===== config.mk =====
export PLATFORM = sky130hd
export DESIGN_NAME = count_display
export DESIGN_NICKNAME = d
export VERILOG_FILES = /design/src/rtl/count_display_pkg.sv /design/src/rtl/bin2bcd_seq.sv /design/src/rtl/count_display.sv
export SDC_FILE = /design/constraint.sdc
export NUM_CORES = 1
export LEC_CHECK = 0
export ABC_AREA = 1
export ABC_CLOCK_PERIOD_IN_PS = 2100
export CORE_ASPECT_RATIO = 1.4
export CORE_UTILIZATION = 40
export DETAILED_ROUTE_END_ITERATION = 6
export GPL_ROUTABILITY_DRIVEN = 1
export HOLD_SLACK_MARGIN = 0.1
export PLACE_DENSITY_LB_ADDON = 0.15
export RECOVER_POWER = 100
export SYNTH_ARGS = -nofsm -noshare
export SYNTH_HDL_FRONTEND = slang
export SYNTH_SLANG_ARGS = --single-unit

===== constraint.sdc =====
create_clock -name clk -period 2.1 [get_ports clk]
set_input_delay 0.63 -clock clk [delete_from_list [all_inputs] [get_ports clk]]
set_output_delay 0.63 -clock clk [all_outputs]
set_load 0.05 [all_outputs]

===== src/rtl/count_display_pkg.sv =====
// Shared types and constants for count_display: converter FSM states,
// digit-index type, anode one-hot patterns and active-low segment encodings.
package count_display_pkg;

  typedef enum logic [1:0] {
    IDLE,
    SHIFT,
    DONE
  } conv_state_t;

  typedef logic [1:0] digit_idx_t;

  localparam digit_idx_t DIG_ONES     = 2'd0;
  localparam digit_idx_t DIG_TENS     = 2'd1;
  localparam digit_idx_t DIG_HUNDREDS = 2'd2;

  localparam logic [2:0] AN_OFF      = 3'b111;
  localparam logic [2:0] AN_ONES     = 3'b110;
  localparam logic [2:0] AN_TENS     = 3'b101;
  localparam logic [2:0] AN_HUNDREDS = 3'b011;

  // Segment order {g,f,e,d,c,b,a}, a low bit lights the segment.
  localparam logic [6:0] SEG_BLANK = 7'b1111111;
  localparam logic [6:0] SEG_DIGITS [0:9] = '{
    7'b1000000, 7'b1111001, 7'b0100100, 7'b0110000, 7'b0011001,
    7'b0010010, 7'b0000010, 7'b1111000, 7'b0000000, 7'b0010000
  };

  function automatic logic [6:0] seg_decode(input logic [3:0] nib);
    if (nib < 4'd10) return SEG_DIGITS[nib];
    return SEG_BLANK;
  endfunction

  function automatic logic [2:0] an_for(input digit_idx_t idx);
    case (idx)
      DIG_TENS:     return AN_TENS;
      DIG_HUNDREDS: return AN_HUNDREDS;
      default:      return AN_ONES;
    endcase
  endfunction

endpackage


===== src/rtl/bin2bcd_seq.sv =====
// Sequential double-dabble converter: 8-bit binary to three BCD digits in
// 10 cycles, restarting whenever the input differs from the last converted value.
module bin2bcd_seq
  import count_display_pkg::*;
(
  input  logic        clk,
  input  logic        rst_n,
  input  logic [7:0]  bin,
  output logic        busy,
  output logic [11:0] bcd
);

  conv_state_t state, state_next;
  logic [19:0] shreg, shreg_adj;
  logic [2:0]  shift_cnt;
  logic [7:0]  latched, last_value;
  logic        last_valid;
  logic        start;

  assign start = (state == IDLE) && (!last_valid || (bin != last_value));

  // Add-3 correction on every BCD nibble that would reach 10 or more after doubling.
  always_comb begin
    shreg_adj = shreg;
    for (int i = 0; i < 3; i++) begin
      if (shreg[8+4*i +: 4] >= 4'd5)
        shreg_adj[8+4*i +: 4] = shreg[8+4*i +: 4] + 4'd3;
    end
  end

  // NOTE: sequential state uses non-blocking assignments so every register
  // samples pre-edge values, independent of statement order.
  always_ff @(posedge clk or negedge rst_n) begin
    if (!rst_n) state <= IDLE;
    else        state <= state_next;
  end

  // NOTE: the default assignment before the case keeps this block purely
  // combinational; any path leaving state_next unassigned would infer a latch.
  always_comb begin
    state_next = state;
    case (state)
      IDLE:    if (start) state_next = SHIFT;
      SHIFT:   if (shift_cnt == 3'd7) state_next = DONE;
      DONE:    state_next = IDLE;
      default: state_next = IDLE;
    endcase
  end

  // NOTE: the shift register and latched input are reset along with the
  // control state, so an aborted conversion can never leak partial digits.
  always_ff @(posedge clk or negedge rst_n) begin
    if (!rst_n) begin
      shreg      <= '0;
      shift_cnt  <= '0;
      latched    <= '0;
      last_value <= '0;
      last_valid <= 1'b0;
      busy       <= 1'b0;
      bcd        <= '0;
    end else begin
      case (state)
        IDLE: begin
          if (start) begin
            shreg     <= {12'd0, bin};
            latched   <= bin;
            shift_cnt <= '0;
            busy      <= 1'b1;
          end
        end
        SHIFT: begin
          shreg     <= shreg_adj << 1;
          shift_cnt <= shift_cnt + 3'd1;
        end
        DONE: begin
          bcd        <= shreg[19:8];
          last_value <= latched;
          last_valid <= 1'b1;
          busy       <= 1'b0;
        end
        default: ;
      endcase
    end
  end

endmodule


===== src/rtl/count_display.sv =====
// Binary count to 3-digit multiplexed common-anode 7-segment display.
// Define COUNT_DISPLAY_LZ_BLANK_EN to blank leading zeros on hundreds/tens.
module count_display
  import count_display_pkg::*;
#(
  parameter int REFRESH_DIV = 50000,
  parameter int DIV_W       = 20
) (
  input  logic        clk,
  input  logic        reset,
  input  logic [7:0]  in,
  output logic        busy,
  output logic [11:0] bcd,
  output logic [2:0]  an,
  output logic [6:0]  seg
);

  localparam logic [DIV_W-1:0] DIV_LAST = DIV_W'(REFRESH_DIV - 1);

  logic [DIV_W-1:0] div_cnt;
  digit_idx_t       digit_idx;
  logic [3:0]       nib;
  logic             blank;

  bin2bcd_seq u_conv (
    .clk   (clk),
    .rst_n (reset),
    .bin   (in),
    .busy  (busy),
    .bcd   (bcd)
  );

  always_ff @(posedge clk or negedge reset) begin
    if (!reset) begin
      div_cnt   <= '0;
      digit_idx <= DIG_ONES;
    end else if (div_cnt == DIV_LAST) begin
      div_cnt   <= '0;
      digit_idx <= (digit_idx == DIG_HUNDREDS) ? DIG_ONES : digit_idx + 2'd1;
    end else begin
      div_cnt <= div_cnt + DIV_W'(1);
    end
  end

  always_comb begin
    nib   = bcd[3:0];
    blank = 1'b0;
    case (digit_idx)
      DIG_TENS: begin
        nib = bcd[7:4];
`ifdef COUNT_DISPLAY_LZ_BLANK_EN
        blank = (bcd[11:8] == 4'd0) && (bcd[7:4] == 4'd0);
`endif
      end
      DIG_HUNDREDS: begin
        nib = bcd[11:8];
`ifdef COUNT_DISPLAY_LZ_BLANK_EN
        blank = (bcd[11:8] == 4'd0);
`endif
      end
      default: ;
    endcase
  end

  // Anodes and segments are registered together so they switch on the same edge.
  always_ff @(posedge clk or negedge reset) begin
    if (!reset) begin
      an  <= AN_OFF;
      seg <= SEG_BLANK;
    end else begin
      an  <= an_for(digit_idx);
      seg <= blank ? SEG_BLANK : seg_decode(nib);
    end
  end

endmodule


Word-level counts from Yosys, hierarchy flattened --
Memories as Yosys holds them, arrays and structs flattened. Cells that the tools add are included.
Storage, ports and cells: register bits after elaboration 87, input bits 10, memories 1, word-level logic and storage cells 65, output and inout bits 23, bits in read-only memories 112
Cells by class: reductions and logical operators 10, equal/unequal tests 9, mux-type cells 21, magnitude comparators 5, add/sub/neg operators 6, bitwise gates (word level) 1
Memories:
- (no name shown) | words 16, width 7, read ports 1, clocked after memory_dff 0, write ports 0, RTL line count_display_pkg.sv:30 | if (nib < 4'd10) return SEG_DIGITS[nib];
Operator list (count):
- $mux 20 | 2
- $pmux 20 s2 | 1
- $mux 7 | 4
- $add 20x1->20 const B | 1
- $eq 20x16->1 const B | 1
- $ge 4x3->1 const B | 3
- $pmux 3 s2 | 2
- $add 4x2->4 const B | 2
- $mux 4 | 2
- $ne 8x8->1 | 1
- $pmux 4 s2 | 1
- $reduce_and 2->1 | 4
- $mux 2 | 3
- $mux 3 | 2
- $ge 5x5->1 const B | 1
- $not 4->5 | 1
- $eq 2x1->1 const B | 2
- $eq 2x2->1 const B | 2
- $lt 4x4->1 const B | 1
- $ne 2x1->1 const B | 2
- $pmux 2 s2 | 1
- $reduce_bool 2->1 | 2
- $add 3x1->3 const B | 1
- $add 3x2->3 const B | 1
- 8 further kinds | 9

Longest topological paths before layout --
Gate-level depths: netlist of the first run.
word-level depth 8, depth in mapped cells 12, gate-level depth less buffers 11

Modules after synthesis --
From an unflattened synthesis of the first run, not the netlist that was laid out.
Second synthesis, totals: cells, all modules 548, area, all modules 4438.0 µm²
Modules (own cells, without submodules):
- bin2bcd_seq | sequential area each 1376.3 µm², times used 1, area each 2588.7 µm², cells an instance 311
- count_display | sequential area each 813.3 µm², times used 1, area each 1849.3 µm², cells an instance 237

Worst setup path after synthesis of the first run --
Ideal clock, no wire load.
path type reg-to-reg, start point register digit_idx[0], end point register seg[3], arrival 1.758 ns, period minus slack after synthesis 1.836 ns, stages on the path, launching flop included 10, path slack 0.264 ns, library setup time 0.078 ns, path buffers 1, data required time 2.022 ns, cells stage by stage dfrtp_1 -> inv_1 -> ha_1 -> buf_4 -> o21ai_0 -> inv_1 -> ha_1 -> nand2_1 -> nand3_1 -> nand2_1
On the way: word-level cells in the longest chain between the ends 8, elaborated cells between the ends (all ways) 11, classes of those cells order compare: 1; eq/ne: 2; mux: 6; bitwise: 1; memory: 1
Ends and longest elaborated chain:
- from (decl) | RTL line count_display.sv:21 | digit_idx_t digit_idx;
- from (signal assigned) | RTL line count_display.sv:39 | digit_idx <= (digit_idx == DIG_HUNDREDS) ? DIG_ONES : digit_idx + 2'd1;
- $eq 2x2->1 or $eq 2x1->1 (tied branches) | RTL line count_display.sv:48 | case (digit_idx)
- $pmux 4 s2 (*) | RTL line count_display.sv:48
- $not 4->5 (not written as such) | RTL line count_display_pkg.sv:30
- $mem_v2 16x7
- $mux 7 (not written as such) (2 in a row) | RTL line count_display_pkg.sv:30
- $mux 7 | RTL line count_display_pkg.sv:30
- $mux 7 (*) | RTL line count_display_pkg.sv:31 | return SEG_BLANK;
- to (signal assigned) | RTL line count_display.sv:72 | seg <= blank ? SEG_BLANK : seg_decode(nib);
- to (decl) | RTL line count_display.sv:15 | output logic [6:0] seg
Mark *: on every way between the ends. The rest lies on a longest branch, timed or not. The select of a mux whose other input is x is not followed. A chain may end at the register's enable or synchronous reset.

Worst setup path after layout of the first run --
start point register an[2], end point output an[2]
RTL lines:
- from (decl) | RTL line count_display.sv:14 | output logic [2:0] an,
- from (signal assigned) | RTL line count_display.sv:71 | an <= an_for(digit_idx);
No word-level cell between the ends.

==> results.md, run 1 <==
Synthesis
- 563 — Syn Nets
- sky130_fd_sc_hd__dfrtp_1 — post-synth top area cell
- 87 — post-synthesis register bit count
- 0 — number of enable-type register cells in the synthesized netlist
- 100.0% — FFs w/ async S/R, synth
- 49.46% — sequential cell area fraction in the yosys report
- 35 — count of different cell masters after synthesis
- 43.53% — area share of the largest cell type after synthesis
- 0 — yosys warns
- sky130_fd_sc_hd__dfrtp_1 — Primary FF master, synth
- sky130_fd_sc_hd__nand2_1 (149), sky130_fd_sc_hd__dfrtp_1 (77), sky130_fd_sc_hd__inv_1 (74), sky130_fd_sc_hd__o21ai_0 (52), sky130_fd_sc_hd__nand3_1 (46) — list of most frequent post-synthesis cells
- sky130_fd_sc_hd__nand2_1 — most common cell in the synthesized netlist
- sky130_fd_sc_hd__dfrtp_1 (44%), sky130_fd_sc_hd__nand2_1 (13%), sky130_fd_sc_hd__inv_1 (6.3%) — cell types occupying the most area after synthesis
- 535 — number of instances in the synthesized netlist
- 0.004427 mm2 — netlist area before placement
- 8.274 um2 — Avg Inst Size Synth

Clock tree
- sky130_fd_sc_hd__clkbuf_16 — cell chosen for the clock root
- 3 — H-tree levels
- done — clock tree from TritonCTS
- 2 — buffer depth of the longest clock path
- 9 — total CTS buffers
- 0.06 ns — CTS clock-pin slew for the worst setup and hold paths
- 87 — number of sinks handled by clock tree synthesis
- 0.34 ns — clock latency on the worst-skew pair
- 0 — Post-CTS Hold Buffers

Routing
- 12.13 um — Avg WL per Cell
- 4.729 — post-detailed-route via-to-cell ratio
- 0 — number of nets with antenna violations after routing
- 8.806 mm — routed wire length
- 4 — detailed-router iteration count before antenna repair
- 138 — violation count after the first detailed-routing iteration
- 0 — final routed DRC violation total
- 3433 — vias after detailed routing

STA
- 0.5163 GHz — FMAX
- 0.4584 ns — WHS
- 0 — count of endpoints failing setup in the final report
- 0 — number of endpoints with negative hold slack in the final report
- 1.645 ns — transition time at the pin with the least slew margin
- 26 — max-slew violation total from the final report
- no — RSZ-0062 raised after global routing
- 1.937 ns — clock period minus worst slack
- -9.688% — Slew headroom
- 92.24% — ratio of final minimum period to clock period
- 0.008249 ns — Setup Skew

Critical path
- flip-flops — gate family responsible for the most delay along the worst path
- 1.31 ns — Worst Path Arrival
- flip-flop to primary output — classification of the worst setup path
- 7 — path depth of the worst reg2reg path
- 1 — logic depth of the worst setup path including buffers
- flip-flop — startpoint class of the critical path
- 1 — highest net fanout along the worst path
- 0.51 ns — Largest stage delay, worst path
- 0.20 ns — register-to-register setup slack
- sky130_fd_sc_hd__dfstp_2 — slowest library cell on the worst path
- digit_idx[0] — startpoint of the worst register-to-register path
- primary output — endpoint class of the critical path
- an[2] — beginning of the critical path
- 1.47 ns — required arrival time at the worst endpoint
- 1 — number of buffer and inverter instances along the worst setup path
- clkbuf_1 — cell-by-cell trace of the critical path

Global routing
- 0 — antenna violations before repair
- 0 — GRT Residual Overflow
- 3418 — number of global-route vias before repair
- 15.40 mm — global-route wire length before repair
- 16.81% — global-route usage over all layers
- 35 — pin count of the biggest net entering global routing

Cells and area
- 13.91% — synth-to-layout area growth
- 0 — antenna fix cells
- 0.005042 mm2 — final instance area
- 8.889% — layout cells sized above 1
- 608 — final-stage net count

Placement
- 0.004917 mm2 — placed instance area
- 0.7939 — last weighted congestion value of the routability-driven placer
- 32 — IO Port Bufs
- 6.383 mm — DP HPWL

Power
- 0.6141 mV — maximum vdd drop
- 42.00% — fraction of power spent switching nets
- 39.2% — logic gate share of total power
- 3.913 mW — internal power
- 2.582 nW — P_leak
- 1338 mW/mm2 — power per unit of standard cell area
- 2.834 mW — switching power summed over all nets
- 22.2% — clock network fraction of total power
- 38.6% — proportion of power drawn by flip-flops and latches

Floorplan
- 45 — Row Count
- 126.5 um — die boundary height
- 90.91 um — width of the die
- 33 — I/O pin count
- 0.01081 mm2 — area of the core region
- 0.01150 mm2 — floorplan die area
- 40.95% — starting density of the core

Run status
- finished with violations — result of the run
- max-capacitance violations, max-slew violations — failing checks

Min path
- 2 — count of cells along the worst hold path
- flip-flop to flip-flop — type of the worst min-delay path
- u_conv.last_valid — HP Start

Run
- 1 — count of maximum capacitance violations

[through the flow]
stage | TNS (ns) | instances | total power, mW | utilization, % | setup WS, ns
floorplan | 0 | 535 | 4.748 | - | 0.2639
global placement | -1.969 | 710 | 5.420 | 45.49 | -0.08638
detailed placement | -1.556 | 710 | 5.475 | 45.49 | -0.06847
CTS | 0 | 726 | 6.999 | 48.07 | 0.1034
global route | 0 | 726 | 7.283 | 46.64 | 0.01379
finish | 0 | 726 | 6.747 | 46.64 | 0.1630
[routing by layer]
metal	GRT usage, %	vias up	share of wire [%]
li1	-	1778	-
met1	19.63	1600	44
met2	29.77	42	51
met3	3.537	13	2.9
met4	7.096	0	1.7
met5	0	-	0
[cells by family (layout without fill, tap and decap cells)]
group	after synthesis	count (layout)	share of synthesized area [%]
simple gates	258	258	26.23
fa+ha+maj	18	18	5.088
flops	87	87	49.46
xor+xnor	11	11	2.176
buf+inv	90	140	8.620
compound gates	71	71	8.423
[sequential cells by signal, summed over array words and instances, names as in the netlist]
register,cells
an,3
digit_idx,2
div_cnt,20
seg,7
u_conv.bcd,12
u_conv.busy,1
u_conv.last_valid,1
u_conv.last_value,8
u_conv.latched,8
u_conv.shift_cnt,3
u_conv.shreg,20
u_conv.state,2
[path summary, 6_finish.rpt]
| check | endpoint |
|---|---|
| min in group asynchronous | u_conv.bcd[10] |
| worst min register to register | u_conv.last_valid |
| worst max-delay path | an[2] |
| worst min-delay path | u_conv.last_valid |
| worst max register to register | seg[1] |
| max in group asynchronous | u_conv.shreg[10] |
[power by group through the flow]
| stage | sequential (mW) | clock, mW | combinational [mW] |
|---|---|---|---|
| floorplan | 3.15 | 0 | 1.59 |
| global placement | 2.63 | 0 | 2.79 |
| detailed placement | 2.63 | 0 | 2.84 |
| CTS | 2.61 | 1.54 | 2.85 |
| global route | 2.67 | 1.59 | 3.02 |
| finish | 2.61 | 1.50 | 2.64 |
[cell type report]
| class | count | area [um2] |
|---|---|---|
| clock buffer | 13 | 260.3 |
| clock inverter | 3 | 18.77 |
| fill | 1101 | 5768 |
| inverter | 78 | 292.8 |
| multi-input combinational | 358 | 1794 |
| sequential | 87 | 2190 |
| tap | 141 | 176.4 |
| timing repair buffer | 46 | 310.3 |
[placed cells by master, fill, tap and decap left out, types with 2 or more instances in the layout]
| cell | Yosys | final |
|---|---|---|
| sky130_fd_sc_hd__clkbuf_8 | 0 | 2 |
| sky130_fd_sc_hd__nor3_1 | 2 | 5 |
| sky130_fd_sc_hd__or2_2 | 2 | 2 |
| sky130_fd_sc_hd__buf_12 | 0 | 3 |
| sky130_fd_sc_hd__clkbuf_16 | 0 | 9 |
| sky130_fd_sc_hd__inv_2 | 3 | 2 |
| sky130_fd_sc_hd__clkdlybuf4s50_1 | 0 | 8 |
| sky130_fd_sc_hd__nand2_2 | 8 | 6 |
| sky130_fd_sc_hd__dfstp_2 | 10 | 10 |
| sky130_fd_sc_hd__clkinv_2 | 0 | 2 |
| sky130_fd_sc_hd__nand3_1 | 46 | 48 |
| sky130_fd_sc_hd__nand4_1 | 6 | 6 |
| sky130_fd_sc_hd__nor4_1 | 0 | 2 |
| sky130_fd_sc_hd__a22o_1 | 2 | 2 |
| sky130_fd_sc_hd__xor2_1 | 11 | 11 |
| sky130_fd_sc_hd__nand2_1 | 149 | 152 |
| sky130_fd_sc_hd__a21oi_1 | 11 | 11 |
| sky130_fd_sc_hd__inv_1 | 74 | 75 |
| sky130_fd_sc_hd__clkbuf_1 | 4 | 26 |
| sky130_fd_sc_hd__dfrtp_1 | 77 | 77 |
| sky130_fd_sc_hd__buf_4 | 2 | 10 |
| sky130_fd_sc_hd__ha_1 | 18 | 18 |
| sky130_fd_sc_hd__nor2_1 | 31 | 33 |
| sky130_fd_sc_hd__o21ai_1 | 2 | 3 |
| sky130_fd_sc_hd__o21ai_0 | 52 | 51 |
[timing repair]
item / in CTS / in global routing
setup endpoints to repair: 0 / 4
endpoints found under the hold margin: 0 / 0
buffers inserted: 0 / 0
resized for setup: 0 / 1
Note: power is estimated with default switching activity, not from simulation.
==> run 2: changes to the inputs <==
--- a/config.mk
+++ b/config.mk
@@ -8,7 +8,7 @@
 export ABC_AREA = 1
 export ABC_CLOCK_PERIOD_IN_PS = 2100
 export CORE_ASPECT_RATIO = 1.4
-export CORE_UTILIZATION = 40
+export CORE_UTILIZATION = 30
 export DETAILED_ROUTE_END_ITERATION = 6
 export GPL_ROUTABILITY_DRIVEN = 1
 export HOLD_SLACK_MARGIN = 0.1
==> results.md, run 2 (synthesized netlist as in run 1, its figures left out) <==
Critical path
- 0.51 ns — Largest stage delay, worst path, about the same
- flip-flop — startpoint class of the critical path, unchanged
- sky130_fd_sc_hd__dfstp_2 — slowest library cell on the worst path, unchanged
- 1.47 ns — required arrival time at the worst endpoint, about the same
- 1 — highest net fanout along the worst path, unchanged
- 1.31 ns — Worst Path Arrival, about the same
- flip-flops — gate family responsible for the most delay along the worst path, unchanged
- primary output — endpoint class of the critical path, unchanged
- flip-flop to primary output — classification of the worst setup path, unchanged
- clkbuf_1 — cell-by-cell trace of the critical path, unchanged
- 0.23 ns — register-to-register setup slack, was 0.20 ns
- 1 — number of buffer and inverter instances along the worst setup path, unchanged

STA
- 92.25% — ratio of final minimum period to clock period, was 92.24%
- 0 — max-slew violation total from the final report, was 26
- no — RSZ-0062 raised after global routing, unchanged
- 1.937 ns — clock period minus worst slack, about the same
- 1.335 ns — transition time at the pin with the least slew margin, was 1.645 ns
- 0 — number of endpoints with negative hold slack in the final report, unchanged
- 0.1626 ns — post-route setup slack, was 0.1630 ns
- 10.98% — Slew headroom, was -9.688%
- 0.5162 GHz — FMAX, was 0.5163 GHz
- 0.01015 ns — Setup Skew, was 0.008249 ns
- 0 — count of endpoints failing setup in the final report, unchanged

Placement
- 0.7814 — last weighted congestion value of the routability-driven placer, was 0.7939
- 0.005010 mm2 — placed instance area, was 0.004917 mm2
- 764 — placed cells, was 710
- 32 — IO Port Bufs, unchanged
- 6.657 mm — DP HPWL, was 6.383 mm
- -0.07691 ns — pre-CTS setup slack, was -0.06847 ns

Clock tree
- 87 — number of sinks handled by clock tree synthesis, unchanged
- 0 — # Post-CTS Setup Buffers, unchanged
- 3 — H-tree levels, unchanged
- sky130_fd_sc_hd__clkbuf_16 — cell chosen for the clock root, unchanged
- done — clock tree from TritonCTS, unchanged
- 0.06 ns — CTS clock-pin slew for the worst setup and hold paths, about the same
- 9 — total CTS buffers, unchanged
- 0.34 ns — clock latency on the worst-skew pair, about the same
- 2 — buffer depth of the longest clock path, unchanged
- 0 — Post-CTS Hold Buffers, unchanged

Cells and area
- sky130_fd_sc_hd__nand2_1 (153), sky130_fd_sc_hd__dfrtp_1 (77), sky130_fd_sc_hd__inv_1 (75), sky130_fd_sc_hd__o21ai_0 (51), sky130_fd_sc_hd__nand3_1 (47) — commonest non-fill, non-tap cells in the layout, was sky130_fd_sc_hd__nand2_1 (152), sky130_fd_sc_hd__dfrtp_1 (77), sky130_fd_sc_hd__inv_1 (75), sky130_fd_sc_hd__o21ai_0 (51), sky130_fd_sc_hd__nand3_1 (48)
- 0.001794 mm2 — multi-input logic area, unchanged
- 0 — antenna fix cells, unchanged
- 1575 — Filler Cell Count, was 1101
- sky130_fd_sc_hd__nand2_1 — leading cell type in the layout, fill and taps excluded, unchanged
- 0.002190 mm2 — FF+latch area, unchanged
- 0.005194 mm2 — final instance area, was 0.005042 mm2
- 780 — non-filler cells, final, was 726
- 614 — final-stage net count, was 608
- 17.33% — synth-to-layout area growth, was 13.91%
- 10.15% — layout cells sized above 1, was 8.889%
- div_cnt x20, u_conv.shreg x20, u_conv.bcd x12 — Largest regs, unchanged

Global routing
- 0 — GRT Residual Overflow, unchanged
- 40 — pin count of the biggest net entering global routing, was 35
- 13.18% — global-route usage over all layers, was 16.81%
- 16.28 mm — global-route wire length before repair, was 15.40 mm
- 3443 — number of global-route vias before repair, was 3418
- 0 — antenna violations before repair, unchanged

Floorplan
- 104.7 um — width of the die, was 90.91 um
- 30.65% — starting density of the core, was 40.95%
- 33 — I/O pin count, unchanged
- 0.01525 mm2 — floorplan die area, was 0.01150 mm2
- 52 — Row Count, was 45
- 0.01444 mm2 — area of the core region, was 0.01081 mm2
- 145.7 um — die boundary height, was 126.5 um

Routing
- 4 — detailed-router iteration count before antenna repair, unchanged
- 144 — violation count after the first detailed-routing iteration, was 138
- 4.408 — post-detailed-route via-to-cell ratio, was 4.729
- 11.68 um — Avg WL per Cell, was 12.13 um
- 0 — final routed DRC violation total, unchanged
- 3438 — vias after detailed routing, was 3433
- 9.108 mm — routed wire length, was 8.806 mm
- 0 — number of nets with antenna violations after routing, unchanged

Power
- 0.6029 mV — maximum vdd drop, was 0.6141 mV
- 25.5% — clock network fraction of total power, was 22.2%
- 2.634 nW — P_leak, was 2.582 nW
- 4.245 mW — internal power, was 3.913 mW
- 1366 mW/mm2 — power per unit of standard cell area, was 1338 mW/mm2
- 37.7% — logic gate share of total power, was 39.2%
- 2.851 mW — switching power summed over all nets, was 2.834 mW
- 40.18% — fraction of power spent switching nets, was 42.00%
- 36.8% — proportion of power drawn by flip-flops and latches, was 38.6%
- 7.096 mW — overall power, was 6.747 mW

Run
- 0 — count of maximum capacitance violations, was 1

Min path
- flip-flop to flip-flop — type of the worst min-delay path, unchanged

Run status
- finished clean — result of the run, was finished with violations

run 2: changes by cell type in the layout (fill, tap and decap cells not counted), moves of 2 or more:
cell and change:
sky130_fd_sc_hd__clkbuf_2 +4, sky130_fd_sc_hd__clkbuf_1 -2, sky130_fd_sc_hd__buf_4 +4, sky130_fd_sc_hd__bufinv_16 +2, sky130_fd_sc_hd__clkbuf_8 +2, sky130_fd_sc_hd__clkinv_2 -2
run 2: power groups by stage:
stage,sequential (mW),combinational (mW),clock [mW]
CTS,2.62,2.90,1.86
floorplan,3.15,1.59,0
detailed placement,2.65,2.89,0
global placement,2.64,2.86,0
global route,2.69,3.09,1.93
finish,2.61,2.68,1.81
run 2: final timing paths:
path	startpoint	endpoint	depth (start not counted)
max	seg[6]	seg[6]	1
min	u_conv.last_valid	u_conv.last_valid	2
max reg2reg	digit_idx[0]	seg[3]	8
min reg2reg	u_conv.last_valid	u_conv.last_valid	2
max in group asynchronous	reset	u_conv.latched[4]	2
min in group asynchronous	reset	div_cnt[19]	1
run 2: layout make-up:
cell class	count	share of cell area, %
timing repair buffer	52	6.480
sequential	87	42.16
clock inverter	2	1.156
clock buffer	14	5.469
tap	189	4.553
multi-input combinational	358	34.55
inverter	78	5.637
run 2: per-layer routing:
layer | GRT usage [%] | share of wire (%) | up-vias
met2 | 23.48 | 51 | 40
met3 | 2.105 | 2.4 | 9
met4 | 4.859 | 1.5 | 0
met5 | 0 | 0 | -
li1 | - | - | 1796
met1 | 15.90 | 45 | 1593
run 2: repair_timing:
item                                    4_1_cts  5_1_grt
gates resized for setup                       0        1
hold endpoints to repair                      0        0
endpoints found under the setup margin        0        4
run 2: per-stage QoR:
step / setup TNS (ns) / util [%] / hold slack, ns
3_3_place_gp: -1.177 / 34.68 / 0.4393
4_1_cts: 0 / 37.07 / 0.1903
3_5_place_dp: -1.472 / 34.68 / 0.4559
2_1_floorplan: 0 / - / 0.3344
5_1_grt: 0 / 35.96 / 0.4996
6_report: 0 / 35.96 / 0.4618
